`config.mk`:
```
export PLATFORM = sky130hd
export DESIGN_NAME = chan_acc_requant_flat
export DESIGN_NICKNAME = d
export VERILOG_FILES = /design/src/rtl/chan_acc_requant_if.sv /design/src/rtl/chan_acc_requant.sv /design/src/flat_wrapper.sv
export SDC_FILE = /design/constraint.sdc
export NUM_CORES = 1
export LEC_CHECK = 0
export ABC_AREA = 0
export BUFFER_PORTS_ARGS = -buffer_cell sky130_fd_sc_hd__buf_2
export CAP_MARGIN = 10
export CORE_MARGIN = 8
export CORE_UTILIZATION = 60
export CTS_CLUSTER_SIZE = 10
export DETAILED_ROUTE_END_ITERATION = 7
export PLACE_DENSITY = 0.79
export SYNTH_ARGS = -nofsm -noshare
export SYNTH_HDL_FRONTEND = slang
export SYNTH_SLANG_ARGS = --single-unit
```
`constraint.sdc`:
```
create_clock -name clk -period 11.4 [get_ports clk]
set_input_delay 2.28 -clock clk [delete_from_list [all_inputs] [get_ports clk]]
set_output_delay 2.28 -clock clk [all_outputs]
set_load 0.02 [all_outputs]
```
`src/rtl/chan_acc_requant_if.sv`:
```
// Stream bundle for chan_acc_requant: group config, partial-sum input channel and
// int8 result output channel, each with a valid/ready pair.
interface chan_acc_requant_if #(
  parameter int SUM_WIDTH = 20,
  parameter int ACC_WIDTH = 32,
  parameter int CNT_WIDTH = 10
);
  logic        [CNT_WIDTH-1:0] cfg_ch_num;
  logic signed [ACC_WIDTH-1:0] cfg_bias;
  logic        [4:0]           cfg_shift;
  logic                        cfg_relu;
  logic                        acc_clr;

  logic                        psum_vld;
  logic                        psum_rdy;
  logic signed [SUM_WIDTH-1:0] psum;

  logic                        out_vld;
  logic                        out_rdy;
  logic signed [7:0]           out_data;

  // Producer/consumer side (drives psums and config, accepts results)
  modport master (
    output cfg_ch_num, cfg_bias, cfg_shift, cfg_relu, acc_clr,
    output psum_vld, psum, out_rdy,
    input  psum_rdy, out_vld, out_data
  );

  // Accumulator/requantiser side
  modport slave (
    input  cfg_ch_num, cfg_bias, cfg_shift, cfg_relu, acc_clr,
    input  psum_vld, psum, out_rdy,
    output psum_rdy, out_vld, out_data
  );
endinterface

```
`src/rtl/chan_acc_requant.sv`:
```
// Per-channel accumulation of signed 3x3 partial sums, bias add, rounding right shift,
// optional ReLU and int8 saturation. Two pipeline stages with valid/ready backpressure.
module chan_acc_requant #(
  parameter int SUM_WIDTH = 20,
  parameter int ACC_WIDTH = 32,
  parameter int CNT_WIDTH = 10
) (
  input logic               clk,
  input logic               rst,
  chan_acc_requant_if.slave bus
);

  localparam logic signed [ACC_WIDTH:0] SAT_MAX = (ACC_WIDTH+1)'(127);
  localparam logic signed [ACC_WIDTH:0] SAT_MIN = -(ACC_WIDTH+1)'(128);

  // Accumulate stage state
  logic signed [ACC_WIDTH-1:0] r_acc;
  logic        [CNT_WIDTH-1:0] r_cnt;
  logic        [CNT_WIDTH-1:0] r_ch_num;
  logic signed [ACC_WIDTH-1:0] r_bias;
  logic        [4:0]           r_shift;
  logic                        r_relu;

  // Finished-group register feeding the requant stage
  logic signed [ACC_WIDTH-1:0] r_fin;
  logic        [4:0]           r_fin_shift;
  logic                        r_fin_relu;
  logic                        r_fin_vld;

  // Output register
  logic                        r_out_vld;
  logic signed [7:0]           r_out_data;

  logic                        w_first;
  logic        [CNT_WIDTH-1:0] w_ch_cfg;
  logic        [CNT_WIDTH-1:0] w_ch_eff;
  logic signed [ACC_WIDTH-1:0] w_bias_eff;
  logic        [4:0]           w_shift_eff;
  logic                        w_relu_eff;
  logic        [CNT_WIDTH:0]   w_cnt_inc;
  logic                        w_last;
  logic signed [ACC_WIDTH-1:0] w_psum_ext;
  logic signed [ACC_WIDTH-1:0] w_sum;
  logic                        w_b_adv;
  logic                        w_psum_rdy;
  logic                        w_xfer;

  // The first psum of a group uses the live config; later psums use the latched copy.
  assign w_first     = (r_cnt == '0);
  assign w_ch_cfg    = (bus.cfg_ch_num == '0) ? CNT_WIDTH'(1) : bus.cfg_ch_num;
  assign w_ch_eff    = w_first ? w_ch_cfg      : r_ch_num;
  assign w_bias_eff  = w_first ? bus.cfg_bias  : r_bias;
  assign w_shift_eff = w_first ? bus.cfg_shift : r_shift;
  assign w_relu_eff  = w_first ? bus.cfg_relu  : r_relu;

  assign w_cnt_inc  = {1'b0, r_cnt} + (CNT_WIDTH+1)'(1);
  assign w_last     = (w_cnt_inc == {1'b0, w_ch_eff});
  assign w_psum_ext = {{(ACC_WIDTH-SUM_WIDTH){bus.psum[SUM_WIDTH-1]}}, bus.psum};
  assign w_sum      = r_acc + w_psum_ext;

  // Every psum waits until the fin slot is free or draining, so a group end never blocks.
  assign w_b_adv    = ~r_out_vld | bus.out_rdy;
  assign w_psum_rdy = ~bus.acc_clr & (~r_fin_vld | w_b_adv);
  assign w_xfer     = bus.psum_vld & w_psum_rdy;

  assign bus.psum_rdy = w_psum_rdy;
  assign bus.out_vld  = r_out_vld;
  assign bus.out_data = r_out_data;

  always_ff @(posedge clk) begin
    if (rst) begin
      r_acc    <= '0;
      r_cnt    <= '0;
      r_ch_num <= CNT_WIDTH'(1);
      r_bias   <= '0;
      r_shift  <= '0;
      r_relu   <= 1'b0;
    end else if (bus.acc_clr) begin
      r_acc <= '0;
      r_cnt <= '0;
    end else if (w_xfer) begin
      if (w_first) begin
        r_ch_num <= w_ch_cfg;
        r_bias   <= bus.cfg_bias;
        r_shift  <= bus.cfg_shift;
        r_relu   <= bus.cfg_relu;
      end
      if (w_last) begin
        r_acc <= '0;
        r_cnt <= '0;
      end else begin
        r_acc <= w_sum;
        r_cnt <= w_cnt_inc[CNT_WIDTH-1:0];
      end
    end
  end

  logic w_load_fin;
  assign w_load_fin = w_xfer & w_last & ~bus.acc_clr;

  always_ff @(posedge clk) begin
    if (rst) begin
      r_fin       <= '0;
      r_fin_shift <= '0;
      r_fin_relu  <= 1'b0;
      r_fin_vld   <= 1'b0;
    end else begin
      if (w_load_fin) begin
        r_fin       <= w_sum + w_bias_eff;
        r_fin_shift <= w_shift_eff;
        r_fin_relu  <= w_relu_eff;
        r_fin_vld   <= 1'b1;
      end else if (w_b_adv) begin
        r_fin_vld   <= 1'b0;
      end
    end
  end

  // Requantisation of the finished sum: round half up, arithmetic shift, ReLU, saturate.
  logic        [ACC_WIDTH:0]   w_half;
  logic signed [ACC_WIDTH:0]   w_round;
  logic signed [ACC_WIDTH:0]   w_shifted;
  logic signed [7:0]           w_q;

  always_comb begin
    w_half    = '0;
    w_round   = {r_fin[ACC_WIDTH-1], r_fin};
    w_shifted = '0;
    w_q       = '0;
    if (r_fin_shift != 5'd0) begin
      w_half  = {{ACC_WIDTH{1'b0}}, 1'b1} << (r_fin_shift - 5'd1);
      w_round = w_round + $signed(w_half);
    end
    w_shifted = w_round >>> r_fin_shift;
    if (r_fin_relu && (w_shifted < 0)) begin
      w_shifted = '0;
    end
    if (w_shifted > SAT_MAX) begin
      w_q = 8'sd127;
    end else if (w_shifted < SAT_MIN) begin
      w_q = -8'sd128;
    end else begin
      w_q = w_shifted[7:0];
    end
  end

  always_ff @(posedge clk) begin
    if (rst) begin
      r_out_vld  <= 1'b0;
      r_out_data <= '0;
    end else if (w_b_adv) begin
      r_out_vld <= r_fin_vld;
      if (r_fin_vld) begin
        r_out_data <= w_q;
      end
    end
  end

endmodule

```
`src/flat_wrapper.sv`:
```
// flat-port wrapper written by rule: the top's interface ports become plain ports
module chan_acc_requant_flat 
#(
  parameter int SUM_WIDTH = 20,
  parameter int ACC_WIDTH = 32,
  parameter int CNT_WIDTH = 10
)
  (clk, rst, bus_cfg_ch_num, bus_cfg_bias, bus_cfg_shift, bus_cfg_relu, bus_acc_clr, bus_psum_vld, bus_psum, bus_out_rdy, bus_psum_rdy, bus_out_vld, bus_out_data);
  chan_acc_requant_if #(.SUM_WIDTH(SUM_WIDTH), .ACC_WIDTH(ACC_WIDTH), .CNT_WIDTH(CNT_WIDTH)) bus_i ();
  input logic clk;
  input logic rst;
  input wire logic [$bits(bus_i.cfg_ch_num)-1:0] bus_cfg_ch_num;
  input wire logic [$bits(bus_i.cfg_bias)-1:0] bus_cfg_bias;
  input wire logic [$bits(bus_i.cfg_shift)-1:0] bus_cfg_shift;
  input wire logic [$bits(bus_i.cfg_relu)-1:0] bus_cfg_relu;
  input wire logic [$bits(bus_i.acc_clr)-1:0] bus_acc_clr;
  input wire logic [$bits(bus_i.psum_vld)-1:0] bus_psum_vld;
  input wire logic [$bits(bus_i.psum)-1:0] bus_psum;
  input wire logic [$bits(bus_i.out_rdy)-1:0] bus_out_rdy;
  output wire logic [$bits(bus_i.psum_rdy)-1:0] bus_psum_rdy;
  output wire logic [$bits(bus_i.out_vld)-1:0] bus_out_vld;
  output wire logic [$bits(bus_i.out_data)-1:0] bus_out_data;
  assign bus_i.cfg_ch_num = bus_cfg_ch_num;
  assign bus_i.cfg_bias = bus_cfg_bias;
  assign bus_i.cfg_shift = bus_cfg_shift;
  assign bus_i.cfg_relu = bus_cfg_relu;
  assign bus_i.acc_clr = bus_acc_clr;
  assign bus_i.psum_vld = bus_psum_vld;
  assign bus_i.psum = bus_psum;
  assign bus_i.out_rdy = bus_out_rdy;
  assign bus_psum_rdy = bus_i.psum_rdy;
  assign bus_out_vld = bus_i.out_vld;
  assign bus_out_data = bus_i.out_data;
  chan_acc_requant #(.SUM_WIDTH(SUM_WIDTH), .ACC_WIDTH(ACC_WIDTH), .CNT_WIDTH(CNT_WIDTH)) u_core (.clk(clk), .rst(rst), .bus(bus_i));
endmodule
```
# Yosys cells after proc, flatten, opt, wreduce, memory -nomap -nowiden
# Cells that the tools add are included.
word_totals:
  word_cells: 53
  regBits: 138
  in_bits: 73
classes:
  n_bitwise: 9
  n_reduce_logical: 8
  n_shift: 2
  n_lt_le_gt_ge: 3
  n_addsub: 5
  n_mux: 13
  eq_ne: 1
op_table:
  columns: ["cell", "n"]
  rows:
  - ["two-way mux 33 bit", 2]
  - ["two-way mux 32 bit", 2]
  - ["adder 32 x 33 -> 33 bit", 1]
  - ["> comparator 33 x 8 -> 1 bit, second input constant", 1]
  - ["< comparator 33 x 1 -> 1 bit, second input constant", 1]
  - ["< comparator 33 x 8 -> 1 bit, second input constant", 1]
  - ["left shift 1 x 5 -> 33 bit, first input constant", 1]
  - [">>> shifter 33 x 5 -> 33 bit", 1]
  - ["adder 32 x 20 -> 32 bit", 1]
  - ["adder 32 bit", 1]
  - ["two-way mux 10 bit", 3]
  - ["zero test 10 bit", 2]
  - ["two-way mux 8 bit", 2]
  - ["adder 10 x 1 -> 11 bit, second input constant", 1]
  - ["equality test 11 x 10 -> 1 bit", 1]
  - ["two-way mux 5 bit", 1]
  - ["nonzero test 5 bit", 1]
  - ["subtractor 5 x 1 -> 5 bit, second input constant", 1]
  - ["bitwise AND 1 bit", 4]
  - ["AND reduction 2 bit", 2]
  - ["two-way mux 1 bit", 3]
  - ["NOT 1 bit", 3]
  - ["bitwise OR 1 bit", 2]
  - ["nonzero test 2 bit", 1]
  - ["other kinds (2)", 2]

# Logic depth before layout (Yosys ltp)
depth:
  ltp_word: 11
  mapped_depth: 27
  ltp_nobuf: 27

# Worst setup path before layout
# No wires, ideal clock.
synth_timing:
  kind: "in2reg"
  start: "input bus_psum[0]"
  end: "register u_core.r_fin[30]"
  setup_ns: 0.059
  cell_stages: 24
  path_slack_ns: 4.993
  arrival_time_ns: 6.348
  n_path_buf: 0
  required_time_ns: 11.341
  cell_sequence: "ha_1 -> inv_1 -> fa_1 -> nor2b_1 -> o21ai_0 -> a21boi_0 -> o21ai_0 -> o2111ai_1 -> a31o_2 -> o21a_1 -> nor2_1 -> xnor2_1 -> ha_1 -> a21o_1 -> a211oi_1 -> nor2_1 -> a41oi_1 -> o21ai_0 -> a31oi_1 -> nor2b_1 -> o21ai_0 -> a21oi_1 -> nor4b_1 -> a221o_1"
synth_via:
  elab_chain_cells: 2
synth_lines:
  columns: ["element", "line_no", "text"]
  rows:
  - ["start, declared", "flat_wrapper.sv:18", "input wire logic [$bits(bus_i.psum)-1:0] bus_psum;"]
  - ["adder 32 x 20 -> 32 bit", "chan_acc_requant.sv:59", "assign w_sum = r_acc + w_psum_ext;"]
  - ["adder 32 bit", "chan_acc_requant.sv:109", "r_fin <= w_sum + w_bias_eff;"]
  - ["end signal, assigned", "chan_acc_requant.sv:109", null]
  - ["end, declared", "chan_acc_requant.sv:25", "logic signed [ACC_WIDTH-1:0] r_fin;"]
# Every way passes these cells.
# A chain may end at the register's enable or synchronous reset.

# Worst setup path after layout
# Same ends and word-level chain as after synthesis.

==> flow_summary.ini <==
[worst_hold_path]
hold_path.class = flop to flop
hold_depth = 2
hold_start = u_core.r_shift[4]
min_to = u_core.r_shift[4]

[die]
die_x_um = 169
die_y_um = 169
core-area_mm2 = 0.0233
ios = 83
start_util = 0.605
dieArea_mm2 = 0.0286
row_count = 56

[clock_tree]
cts_buffer_depth = 2
clk_pin_slew_ps = 60
clock_sinks = 138
postCtsResizedCells = 0
worstSkewPairLatency_ps = 420
cts_setup_buffers = 0
tritoncts = done
cts_hold_buf = 0
htreeDepth = 4
ctsRootBufferMaster = clkbuf_16
numCtsBuffers = 17

[timing]
finalClockSkew_ps = 14.0
setup_viol = 0
fin_crit_ps = 6780
hold_ws_ps = 453
maxSlewViolCount = 0
timing.final.ws_setup_ps = 4620
fin_setup_tns_ps = 0
finalHoldViolCount = 0
max_freq_mhz = 148
fin_crit_sh = 0.595
slew_headroom = 0.294
tightest_slew_ps = 1060
grt_setup_unrepaired = no

[worst_setup_path]
r2r_slack_ps = 4620
cp.arrival_ps = 7140
r2r-end = u_core.bus.out_data[1]
critPathRequiredTime_ps = 11760
rr_startpoint = u_core.r_fin_shift[1]
cp-end-kind = flop
slowest_delay_ps = 410
slowest_stage = fa_1
path_common_cell = o21ai_0
path_max_fanout = 6
cp.depth = 25
critical_path_class = input pin to flop
crit_family = compound AO/OA/AOI/OAI gates
rr_worst_depth = 20
crit_buf_inv = 2
critPathLaunchType = input pin

[route]
avgRoutedWirePerCell_um = 19.9
first_pass_iters = 8
via_per_inst = 6.56
vias = 15100
remaining_drc_errors = 0
drt_wl_total_mm = 45.6
drt_iter0_markers = 1497
ant_nets = 0

[synth]
syn_area_mm2 = 0.0141
synth_cell_type_count = 103
yosysWarnings = 0
seq_area_frac_synth = 0.196
syn_inst = 1967
synth_ff_type = dfxtp_1
synth.avg_cell_area_um2 = 7.15
synthTopCellsByCount = nor2_1, nand2_1, a21oi_1
synth-seq-cells = 138
synth_area_leader_cell = dfxtp_1
ys_async_sr_fraction = 0
synth_nets = 2139
synth_edf_count = 0
synth.most_common_cell = nor2_1
yosys-top-cells-area = dfxtp_1, ha_1, nor2_1, nand2_1, a21oi_1
yosysTopAreaCellShare = 0.196

[place]
dp_hpwl_mm = 33.8
dp_slack_ps = 4310
portBuffers = 82
routabilityCongestion = 0.997

[global_routing]
gr-total-overflow = 0
grt_max_degree = 96
track_usage = 0.313
antenna_found_initial = 0
grt_pass1_vias = 14200
grt_pass1_wl_mm = 73.5

[power_and_ir_drop]
power_density_mw_per_mm2 = 89.9
peakVddDrop_v = 0.0000952
leakage_nw = 6.12

[status]
outcome = finished, final reports clean

[final_layout]
diodes = 0
drive_gt1_frac = 0.121
nets = 2137
final_util = 0.650
syn_to_final_growth_pct = 7.55

[job]
max-cap-violations = 0
==> per-layer routing <==
metal  global-route usage  vias up  wire (um)
met5                    0        -          0
met1                0.407     7010      19500
met4                0.146        0       1990
li1                     -     7184          -
met2                0.499      720      20500
met3               0.0512      143       3640
==> cells by family after synthesis <==
family                   count (synthesis)  synth area share
AO/OA/AOI/OAI                          585             0.283
XOR/XNOR                                83            0.0517
adder cells (fa/ha/maj)                 99            0.0897
buffers and inverters                  167            0.0489
flip-flops                             138             0.196
multiplexers                            82            0.0661
AND/OR/NAND/NOR                        813             0.264
==> how the worst max path moves through the flow <==
stage / from / to / slack [ps]
CTS: bus_psum[0] / u_core.r_fin[31] / 4670
detailed placement: bus_psum[0] / u_core.r_fin[31] / 4310
floorplan: bus_psum[0] / u_core.r_fin[30] / 4990
global placement: bus_psum[0] / u_core.r_fin[31] / 4460
finish: bus_psum[0] / u_core.r_fin[30] / 4620
global route: bus_psum[0] / u_core.r_fin[30] / 4030
==> metrics by stage <==
stage / cells / instance area, um^2 / power (mW)
2_1_floorplan: 1967 / 14100 / 0.725
3_3_place_gp: 2265 / 14500 / 0.782
3_5_place_dp: 2265 / 14500 / 0.791
4_1_cts: 2296 / 15100 / 1.36
5_1_grt: 2296 / 15100 / 1.42
6_report: 2296 / 15100 / 1.36
==> state kept, by name (all words and copies together) (netlist names), 5 cells and up <==
name                 flops
u_core.r_shift           5
u_core.r_ch_num         10
u_core.r_fin            32
u_core.r_fin_shift       5
u_core.r_acc            32
u_core.bus.out_data      8
u_core.r_cnt            10
u_core.r_bias           32
==> layout by cell type (no fill, tap or decap), types with 12 or more instances in the layout <==
cell and count:
buf_2 81, nor2_1 268, o21ai_0 95, nand2b_1 24
xnor2_1 62, o22ai_1 19, mux2i_1 31, clkbuf_16 17
mux2_2 47, a21o_1 34, nand2_1 246, o221ai_1 12
nand3_1 41, o211ai_1 23, o2111ai_1 15, dfxtp_1 138
nor2b_1 15, a211oi_1 31, a31oi_1 22, buf_4 20
nor3_1 85, o21a_1 17, nand4_1 23, inv_1 41
xor2_1 21, and3_1 32, a21oi_1 169, ha_1 96
a22oi_1 17
==> cell type report <==
type / count / area, um^2
clock buffers: 19 / 443
repair buffers: 101 / 556
inverters: 45 / 169
clock inverters: 12 / 165
well taps: 319 / 399
multi-input cells: 1662 / 10600
flip-flops and latches: 138 / 2760
fillers: 2137 / 8130
==> report_power, final <==
group          switching, mW  internal (mW)
clock network          0.221          0.352
logic                  0.165          0.120
registers            0.00683          0.496
total                  0.393          0.967
==> worst reg2reg max path, cell delays in order, from the launching register on <==
cell       delay, ps
dfxtp_1          300
buf_4            470
clkinv_1         310
buf_4            340
nand2_1          500
nor3_1           130
ha_1             480
a211oi_1         360
o21ai_0          190
a31oi_2          450
o21ai_1          210
nor2_2           210
mux2_2           370
o22ai_2          380
nor2_1           110
o31ai_1          440
nand4b_1         160
nor4_1           330
nand3_1          180
a2111oi_4        580
o22ai_1          160
Note: power is estimated with default switching activity, not from simulation.
